===== src/rtl/led_pattern_sequencer_if.sv =====
// rtl/led_pattern_sequencer_if.sv - button/run/LED signal bundle for led_pattern_sequencer
//
// Signals:
//   btn   push-button, active-low (0 = pressed), asynchronous to clk
//   run   1 = pattern advances on each tick, 0 = pattern frozen
//   led   LED drive, 1 = lit
//   mode  current pattern mode (0 ROT_R, 1 ROT_L, 2 BOUNCE, 3 FILL)
//   tick  one-cycle pulse per pattern step
// Modports:
//   master  board side: drives btn/run, observes led/mode/tick
//   slave   sequencer side
interface led_pattern_sequencer_if #(
    parameter int LEDS_NR = 6
);
    logic               btn;
    logic               run;
    logic [LEDS_NR-1:0] led;
    logic [1:0]         mode;
    logic               tick;

    modport master (output btn, output run, input led, input mode, input tick);
    modport slave  (input btn, input run, output led, output mode, output tick);
endinterface


===== src/rtl/led_pattern_sequencer.sv =====
// rtl/led_pattern_sequencer.sv - LED pattern sequencer: tick prescaler, button debounce, mode FSM
//
// Ports:
//   clk   system clock, all logic on the rising edge
//   rst   asynchronous active-low reset
//   bus   led_pattern_sequencer_if.slave (btn, run in; led, mode, tick out)
// Optional build macro:
//   SEQ_PWM_EN  when defined, led is gated by an 8-bit free-running PWM counter
//               (on for PWM_DUTY of every 256 cycles, one cycle behind pwm_cnt)
module led_pattern_sequencer #(
    parameter int LEDS_NR    = 6,
    parameter int TICK_DIV   = 12_000_000,
    parameter int DEB_CYCLES = 120_000,
    parameter int PWM_DUTY   = 64
) (
    input logic                    clk,
    input logic                    rst,
    led_pattern_sequencer_if.slave bus
);
    localparam int PW = (TICK_DIV > 1) ? $clog2(TICK_DIV) : 1;
    localparam int DW = $clog2(DEB_CYCLES + 1);

    typedef enum logic [1:0] {
        ROT_R  = 2'd0,
        ROT_L  = 2'd1,
        BOUNCE = 2'd2,
        FILL   = 2'd3
    } mode_t;

    // Prescaler: tick_r is high exactly while pre_cnt is 0, registered
    // one cycle early so tick itself has no decode logic in front of it.
    logic [PW-1:0] pre_cnt;
    logic          tick_r;

    always_ff @(posedge clk or negedge rst) begin
        if (!rst) begin
            pre_cnt <= PW'(TICK_DIV - 1);
            tick_r  <= 1'b0;
        end else begin
            if (pre_cnt == '0) begin
                pre_cnt <= PW'(TICK_DIV - 1);
            end else begin
                pre_cnt <= pre_cnt - 1'b1;
            end
            tick_r <= (pre_cnt == PW'(1));
        end
    end

    // Button: two-flop synchronizer followed by a stability counter.
    logic          sync1;
    logic          sync2;
    logic          deb;
    logic [DW-1:0] deb_cnt;
    logic          accept;
    logic          press;

    // accept fires on the DEB_CYCLES-th consecutive differing sample.
    assign accept = (sync2 != deb) && (deb_cnt == DW'(DEB_CYCLES - 1));
    assign press  = accept && !sync2;

    always_ff @(posedge clk or negedge rst) begin
        if (!rst) begin
            sync1   <= 1'b1;
            sync2   <= 1'b1;
            deb     <= 1'b1;
            deb_cnt <= '0;
        end else begin
            sync1 <= bus.btn;
            sync2 <= sync1;
            if (sync2 == deb) begin
                deb_cnt <= '0;
            end else if (accept) begin
                deb     <= sync2;
                deb_cnt <= '0;
            end else begin
                deb_cnt <= deb_cnt + 1'b1;
            end
        end
    end

    // Mode FSM and pattern register. A press wins over a coincident tick.
    mode_t              mode_r;
    logic [LEDS_NR-1:0] pattern;
    logic               dir;

    always_ff @(posedge clk or negedge rst) begin
        if (!rst) begin
            mode_r  <= ROT_R;
            pattern <= LEDS_NR'(1);
            dir     <= 1'b0;
        end else if (press) begin
            dir <= 1'b0;
            case (mode_r)
                ROT_R:   begin mode_r <= ROT_L;  pattern <= LEDS_NR'(1); end
                ROT_L:   begin mode_r <= BOUNCE; pattern <= LEDS_NR'(1); end
                BOUNCE:  begin mode_r <= FILL;   pattern <= '0;          end
                default: begin mode_r <= ROT_R;  pattern <= LEDS_NR'(1); end
            endcase
        end else if (tick_r && bus.run) begin
            case (mode_r)
                ROT_R: pattern <= {pattern[0], pattern[LEDS_NR-1:1]};
                ROT_L: pattern <= {pattern[LEDS_NR-2:0], pattern[LEDS_NR-1]};
                BOUNCE: begin
                    // Turn around on reaching an end so each end shows for one tick.
                    if (!dir && pattern[LEDS_NR-1]) begin
                        dir     <= 1'b1;
                        pattern <= pattern >> 1;
                    end else if (dir && pattern[0]) begin
                        dir     <= 1'b0;
                        pattern <= pattern << 1;
                    end else if (!dir) begin
                        pattern <= pattern << 1;
                    end else begin
                        pattern <= pattern >> 1;
                    end
                end
                default: begin
                    if (&pattern) begin
                        pattern <= '0;
                    end else begin
                        pattern <= {pattern[LEDS_NR-2:0], 1'b1};
                    end
                end
            endcase
        end
    end

`ifdef SEQ_PWM_EN
    logic [7:0]         pwm_cnt;
    logic [LEDS_NR-1:0] led_r;

    always_ff @(posedge clk or negedge rst) begin
        if (!rst) begin
            pwm_cnt <= 8'd0;
            led_r   <= '0;
        end else begin
            pwm_cnt <= pwm_cnt + 8'd1;
            led_r   <= pattern & {LEDS_NR{({1'b0, pwm_cnt} < 9'(PWM_DUTY))}};
        end
    end

    assign bus.led = led_r;
`else
    assign bus.led = pattern;
`endif

    assign bus.mode = mode_r;
    assign bus.tick = tick_r;
endmodule


===== src/flat_wrapper.sv =====
// flat-port wrapper written by rule: the top's interface ports become plain ports
module led_pattern_sequencer_flat 
#(
    parameter int LEDS_NR    = 6,
    parameter int TICK_DIV   = 12_000_000,
    parameter int DEB_CYCLES = 120_000,
    parameter int PWM_DUTY   = 64
)
  (clk, rst, bus_btn, bus_run, bus_led, bus_mode, bus_tick);
  led_pattern_sequencer_if #(.LEDS_NR(LEDS_NR)) bus_i ();
  input logic clk;
  input logic rst;
  input wire logic [$bits(bus_i.btn)-1:0] bus_btn;
  input wire logic [$bits(bus_i.run)-1:0] bus_run;
  output wire logic [$bits(bus_i.led)-1:0] bus_led;
  output wire logic [$bits(bus_i.mode)-1:0] bus_mode;
  output wire logic [$bits(bus_i.tick)-1:0] bus_tick;
  assign bus_i.btn = bus_btn;
  assign bus_i.run = bus_run;
  assign bus_led = bus_i.led;
  assign bus_mode = bus_i.mode;
  assign bus_tick = bus_i.tick;
  led_pattern_sequencer #(.LEDS_NR(LEDS_NR), .TICK_DIV(TICK_DIV), .DEB_CYCLES(DEB_CYCLES), .PWM_DUTY(PWM_DUTY)) u_core (.clk(clk), .rst(rst), .bus(bus_i));
endmodule

===== config.mk =====
export PLATFORM = sky130hd
export DESIGN_NAME = led_pattern_sequencer_flat
export DESIGN_NICKNAME = d
export VERILOG_FILES = /design/src/rtl/led_pattern_sequencer_if.sv /design/src/rtl/led_pattern_sequencer.sv /design/src/flat_wrapper.sv
export SDC_FILE = /design/constraint.sdc
export NUM_CORES = 1
export LEC_CHECK = 0
export BUFFER_PORTS_ARGS = -buffer_cell sky130_fd_sc_hd__buf_2
export CAP_MARGIN = 10
export CORE_MARGIN = 4
export CORE_UTILIZATION = 59
export CTS_BUF_LIST = sky130_fd_sc_hd__clkbuf_8
export DETAILED_ROUTE_END_ITERATION = 10
export GPL_TIMING_DRIVEN = 0
export MAX_ROUTING_LAYER = met4
export PLACE_DENSITY = 0.77
export SYNTH_ARGS = -nofsm -noshare
export SYNTH_HDL_FRONTEND = slang
export SYNTH_SLANG_ARGS = --single-unit

===== constraint.sdc =====
create_clock -name clk -period 2.8 [get_ports clk]
set_input_delay 0 -clock clk [delete_from_list [all_inputs] [get_ports clk]]
set_output_delay 0 -clock clk [all_outputs]
set_load 0.03 [all_outputs]

==> results by group, run 1 <==
Synth
  • Post-synth EDFFs: 0
  • Top_reg_cell synth: dfrtp_1
  • Post-synthesis sequential area ratio: 0.487
  • Post-synth cell types: 46
  • Top cells by area, synth: dfrtp_1 (29%), dfstp_2 (20%), xnor2_1 (4.3%)
  • Yosys top cell area share: 0.292
  • Synth Register Bits: 54
  • Asr flop ratio synth: 1.00
  • Largest area contributor in the netlist: dfrtp_1
  • YS warnings: 0
  • Syn Area/Cell: 9.96 sq um
  • Syn Nets: 296
  • Mapped cell area: 0.00283 sq mm
  • Cells after Synth: 284

Clock network
  • Clock slew at reported path FFs: 0.09 ns
  • Clock sink count: 54
  • Post-CTS Setup Bufs: 0
  • Root Driver: clkbuf_8
  • H-tree Lvls: 2
  • Total CTS buffers: 5
  • CTS Buffer Depth: 2
  • CTS tree: built
  • Clock Latency Late Sink: 0.30 ns

Floorplan
  • IO Count: 13
  • Die Height: 77.2 microns
  • Row count: 24
  • Die width: 77.2 microns
  • Core area: 0.00450 sq mm
  • Die area: 0.00596 sq mm
  • Initial Utilization: 0.628

STA
  • Fmax: 391 MHz
  • Setup TNS: 0 ns
  • Worst slew pin tran: 1.01 ns
  • Tcrit/Tclk final: 0.914
  • Slew HR: 0.328
  • Clock Skews: 0.00544 ns
  • Pins Over Slew Limit: 0
  • Final setup fails: 0
  • RSZ-0062 raised after global routing: no
  • Final hold vios: 0
  • Final hold slack: 0.112 ns
  • Final worst slack: 0.240 ns
  • Final min period: 2.56 ns

Place
  • Port buffer count: 12
  • DPL Wire Length: 3530 microns
  • Placed instance count: 348
  • Dpl cell area: 0.00295 sq mm
  • Pre-CTS setup slack: 0.256 ns
  • Gp weighted congestion: 0.837

Power and ir drop
  • Switch Pwr: 0.271 mW
  • Seq pwr share: 0.594
  • P_leak: 1.26 nW
  • Maximum VDD drop: 328 uV
  • Clock network power share: 0.380
  • Int Power: 1.06 mW
  • Power density cells: 429 mW/mm^2
  • Switching Share: 0.203
  • PnR Total Power: 1.33 mW
  • Comb pwr share: 0.026

Worst setup path
  • Req. time, crit path: 3.00 ns
  • R2R cell count: 6
  • Buffers and inverters on the worst path: 2
  • Reg2reg end: u_core.pre_cnt[22]
  • Crit-path slowest cell: or4_1
  • Reg2Reg Launch Point: u_core.pre_cnt[6]
  • Delay-heaviest family, CP: simple AND/OR/NAND/NOR gates
  • Worst setup SP type: flip-flop
  • Crit path largest cell delay: 0.50 ns
  • Setup CP Type: reg2reg
  • Critical path, cell by cell: or4_1, buf_2, or4_1, clkbuf_1, nor4_1, mux2_2
  • CP most frequent cell: or4_1
  • Crit end category: flip-flop
  • Worst Path Max Fanout: 9
  • WP data arrival: 2.76 ns
  • R2R setup slack: 0.24 ns

Finish
  • Register Area: 0.00138 sq mm
  • Design area: 0.00310 sq mm
  • Post-route insts no fill: 359
  • # diodes: 0
  • Nets: 318
  • Fillers: 343
  • Fin util: 0.689
  • Multi-input gate area: 0.00137 sq mm
  • Layout area overhead: 9.73%
  • Layout cells sized above 1: 0.169

Global routing
  • Initial antenna violation count: 0
  • Largest net degree at the start of global routing: 55
  • Total global routing overflow: 0
  • First-pass GRT wire length: 9370 microns
  • Vias in the first global route: 2096
  • GRT Resource Usage Total: 0.196

Min path
  • Hold endpoint: u_core.dir
  • Hold Crit Start: bus_run
  • Hold path depth: 5
  • Hold crit path type: in2reg

Detailed routing
  • WL/cell: 14.3 microns
  • Via count: 2150
  • DR iter-0 viols: 151
  • Drt drc: 0
  • Final Routed Wirelength: 5140 microns
  • Post-route ant nets: 0
  • Pre-antenna DRT Iters: 4
  • Vias per cell: 5.99

Status
  • Outcome: completed

Run
  • Maxcap violations: 0
[cell type report]
class,count,area share
plain buffers,13,0.0165
clock buffers,5,0.0222
clock inverters,3,0.0133
inverters,9,0.0109
multi-input cells,208,0.440
flip-flops and latches,54,0.444
well taps,52,0.0210
repair buffers,15,0.0323
[worst max-delay path by stage]
stage	startpoint	to	cells past startpoint	slack (ns)
3_5_place_dp	u_core.pre_cnt[6]	u_core.pre_cnt[22]	6	0.26
2_1_floorplan	u_core.pre_cnt[6]	u_core.pre_cnt[22]	6	0.42
3_3_place_gp	u_core.pre_cnt[6]	u_core.pre_cnt[22]	6	0.27
4_1_cts	u_core.pre_cnt[6]	u_core.pre_cnt[22]	6	0.25
6_report	u_core.pre_cnt[6]	u_core.pre_cnt[22]	6	0.24
5_1_grt	u_core.pre_cnt[6]	u_core.pre_cnt[5]	6	0.14
[cell usage after synthesis (all sizes together) (3+ instances only)]
| library cell | number |
|---|---|
| nand3 | 12 |
| nand2b | 3 |
| clkbuf | 11 |
| xor2 | 9 |
| xnor2 | 14 |
| nor4 | 9 |
| or4 | 10 |
| nor3 | 6 |
| o31ai | 7 |
| nor2 | 29 |
| or3 | 11 |
| mux2 | 3 |
| o41ai | 3 |
| inv | 9 |
| dfrtp | 33 |
| ha | 8 |
| nand4 | 4 |
| a21oi | 10 |
| o21ai | 8 |
| a31oi | 4 |
| and3 | 3 |
| a211oi | 4 |
| and2 | 3 |
| a32oi | 3 |
| dfstp | 21 |
| nand2 | 21 |
| nor4b | 4 |
[metal layers]
| metal | vias to the layer above | wire length [microns] | global-route usage |
|---|---|---|---|
| li1 | 1071 | - | - |
| met1 | 1038 | 2400 | 0.247 |
| met2 | 34 | 2510 | 0.318 |
| met3 | 7 | 157 | 0.0340 |
| met4 | 0 | 78 | 0.0730 |
| met5 | - | 0 | - |
[power by group through the flow]
stage                     combinational, mW  sequential (mW)  clock [mW]
final                                0.0343            0.791       0.506
after detailed placement             0.0304            0.806           0
after global placement               0.0304            0.805           0
after global routing                 0.0404            0.793       0.560
after CTS                            0.0325            0.792       0.526
after floorplan                      0.0104            0.805           0
[state kept, by name (all words and copies together), names as in the netlist]
name             cells
u_core.deb_cnt      17
u_core.deb           1
u_core.bus.mode      2
u_core.dir           1
u_core.bus.tick      1
u_core.sync1         1
u_core.bus.led       6
u_core.pre_cnt      24
u_core.sync2         1
[timing repair]
item	in CTS	in global routing
hold buffers	2	0
endpoints found under the hold margin	34	0
resized for setup	0	0
[worst min-delay path, delay by kind of cell]
kind	cells	cell delay, ns
AOI/OAI and AO/OA	1	0.11
and+or+nand+nor	3	0.17
buffers and inverters	1	0.11
[cells by family after synthesis]
group | Yosys count | share of synthesized area
muxes | 5 | 0.0190
adders and majority gates | 8 | 0.0354
DFF | 54 | 0.487
AOI/OAI and AO/OA | 47 | 0.115
and+or+nand+nor | 125 | 0.242
buffers and inverters | 22 | 0.0301
xor gates and xnor gates | 23 | 0.0712
[layout by cell type, fill, tap and decap left out, types with 3 or more instances in the layout]
cell type / count
dfrtp_1: 33
nor2_1: 29
nand2_1: 21
dfstp_2: 21
buf_2: 14
xnor2_1: 14
nand3_1: 12
or3_1: 11
clkbuf_1: 11
inv_1: 10
or4_1: 10
a21oi_1: 10
nor4_1: 9
xor2_1: 9
o21ai_0: 8
ha_1: 8
o31ai_1: 7
nor3_1: 6
clkbuf_8: 5
nand4_1: 4
a31oi_1: 4
a211oi_1: 4
nor4b_1: 3
mux2_2: 3
and3_1: 3
and2_1: 3
nand2b_1: 3
a32oi_1: 3
Note: power is estimated with default switching activity, not from simulation.
==> run 2, diff against run 1 <==
CELL_PAD_IN_SITES_DETAIL_PLACEMENT = 0   (was unset)
CELL_PAD_IN_SITES_GLOBAL_PLACEMENT = 1   (was unset)
CORE_UTILIZATION = 50   (was 59)
PLACE_DENSITY = 0.88   (was 0.77)
==> run 2 against run 1 <==
Compared with the run above:
- register-to-register slack better by 0.05 ns
- utilization down 12 points
- critical endpoint unchanged
- largest cell class unchanged
- hold slack worse by 0.027 ns
- combinational power about the same
- fmax up 2.0%
- via count up 1.3%
- clock skew up 0.0082 ns
- worst setup slack better by 0.049 ns
- sequential share of layout area down 0.14 points
- sequential power about the same
- non-clock buffer count unchanged
- power down 4.1%
==> results by group, run 2 (synthesis gave the netlist of run 1 again) <==
Global routing
  • Total global routing overflow: 0
  • Initial antenna violation count: 0
  • Vias in the first global route: 2089
  • GRT Resource Usage Total: 0.169
  • First-pass GRT wire length: 9600 microns
  • Largest net degree at the start of global routing: 55

STA
  • Final min period: 2.51 ns
  • Tcrit/Tclk final: 0.897
  • RSZ-0062 raised after global routing: no
  • Clock Skews: 0.0137 ns
  • Worst slew pin tran: 0.966 ns
  • Slew HR: 0.354
  • Pins Over Slew Limit: 0
  • Final setup fails: 0
  • Setup TNS: 0 ns
  • Fmax: 398 MHz
  • Final hold slack: 0.0845 ns
  • Final hold vios: 0

Finish
  • Commonest cells after routing, fill and taps aside: dfrtp_1 (33), nor2_1 (29), nand2_1 (21), dfstp_2 (21)
  • Nets: 318
  • Top reg by flops: u_core.pre_cnt
  • Commonest non-fill, non-tap cell in the layout: dfrtp_1
  • # diodes: 0
  • Layout cells sized above 1: 0.173
  • Layout area overhead: 10.1%
  • Fillers: 486
  • Largest register FFs: 24
  • Design area: 0.00311 sq mm

Power and ir drop
  • Comb pwr share: 0.027
  • Switch Pwr: 0.298 mW
  • Int Power: 0.979 mW
  • Clock network power share: 0.353
  • P_leak: 1.25 nW
  • Power density cells: 410 mW/mm^2
  • Switching Share: 0.233
  • Seq pwr share: 0.620
  • Maximum VDD drop: 271 uV

Clock network
  • Clock sink count: 54
  • CTS tree: built
  • Post-CTS Setup Bufs: 0
  • Root Driver: clkbuf_8
  • Total CTS buffers: 5
  • H-tree Lvls: 2
  • Clock Latency Late Sink: 0.31 ns
  • CTS Buffer Depth: 2
  • Clock slew at reported path FFs: 0.11 ns

Worst setup path
  • Worst Path Max Fanout: 9
  • Critical path startpoint: u_core.pre_cnt[6]
  • Req. time, crit path: 3.00 ns
  • WP data arrival: 2.71 ns
  • Worst setup SP type: flip-flop
  • Reg2Reg Launch Point: u_core.pre_cnt[6]
  • Setup CP Type: reg2reg
  • Crit end category: flip-flop

Floorplan
  • Initial Utilization: 0.514
  • Core area: 0.00551 sq mm
  • Die area: 0.00692 sq mm
  • Die width: 83.2 microns
  • IO Count: 13
  • Row count: 27
  • Die Height: 83.2 microns

Run
  • Maxcap violations: 0

Detailed routing
  • Post-route ant nets: 0
  • Via count: 2177
  • Pre-antenna DRT Iters: 4
  • Drt drc: 0
  • DR iter-0 viols: 112
  • WL/cell: 14.1 microns
  • Vias per cell: 5.74
  • Final Routed Wirelength: 5350 microns

Place
  • Port buffer count: 12
  • Dpl cell area: 0.00298 sq mm
  • DPL Wire Length: 3640 microns
  • Gp weighted congestion: 0.810

Min path
  • Hold crit path type: in2reg
  • Hold Crit Start: bus_run

Status
  • Outcome: completed
[run 2: worst max-delay path: stages (launching register included)]
cell and delay, ns:
dfstp_2 0.39, or4_1 0.50, buf_2 0.18, or4_1 0.49, clkbuf_1 0.17, nor4_1 0.31, mux2_2 0.36
[run 2: cell type report]
cell class	instances	area, sq um	area share
tap	72	90.1	0.0289
sequential	54	1380	0.443
buffer	13	51.3	0.0165
multi-input combinational	208	1370	0.439
clock buffer	5	68.8	0.0221
inverter	9	33.8	0.0109
timing repair buffer	15	100	0.0322
clock inverter	3	26.3	0.00844
[run 2: final timing paths]
kind | end | slack, ns | cells after the start
hold / removal | u_core.dir | 0.08 | 5
setup / recovery | u_core.pre_cnt[22] | 0.29 | 6
max in group asynchronous | u_core.pre_cnt[16] | 2.01 | 3
setup reg to reg | u_core.pre_cnt[22] | 0.29 | 6
hold reg to reg | u_core.sync2 | 0.36 | 0
min in group asynchronous | u_core.bus.mode[1] | 0.17 | 2
[run 2: per-layer routing]
| metal | vias to the layer above | GRT usage | share of wire |
|---|---|---|---|
| met1 | 1060 | 0.226 | 0.49 |
| met5 | - | - | 0 |
| met3 | 5 | 0.0357 | 0.033 |
| met4 | 0 | 0.0446 | 0.010 |
| li1 | 1081 | - | - |
| met2 | 31 | 0.264 | 0.46 |
[run 2: power by group through the flow]
stage / Clock (mW) / Sequential [mW] / Combinational (mW)
6_report: 0.451 / 0.792 / 0.0344
5_1_grt: 0.502 / 0.793 / 0.0402
4_1_cts: 0.467 / 0.792 / 0.0325
3_5_place_dp: 0 / 0.806 / 0.0305
3_3_place_gp: 0 / 0.805 / 0.0307
2_1_floorplan: 0 / 0.805 / 0.0104
[run 2: what timing repair did]
action,4_1_cts,5_1_grt
resized for setup,0,0
hold buffers,2,0
endpoints found under the hold margin,34,0
[run 2: metrics by stage]
| stage | total power [mW] | instances | utilization | setup slack (ns) |
|---|---|---|---|---|
| 3_3_place_gp | 0.836 | 368 | 0.541 | 0.288 |
| 2_1_floorplan | 0.815 | 284 | - | 0.417 |
| 3_5_place_dp | 0.836 | 368 | 0.541 | 0.291 |
| 6_report | 1.28 | 379 | 0.565 | 0.289 |
| 4_1_cts | 1.29 | 378 | 0.562 | 0.271 |
| 5_1_grt | 1.33 | 379 | 0.565 | 0.153 |
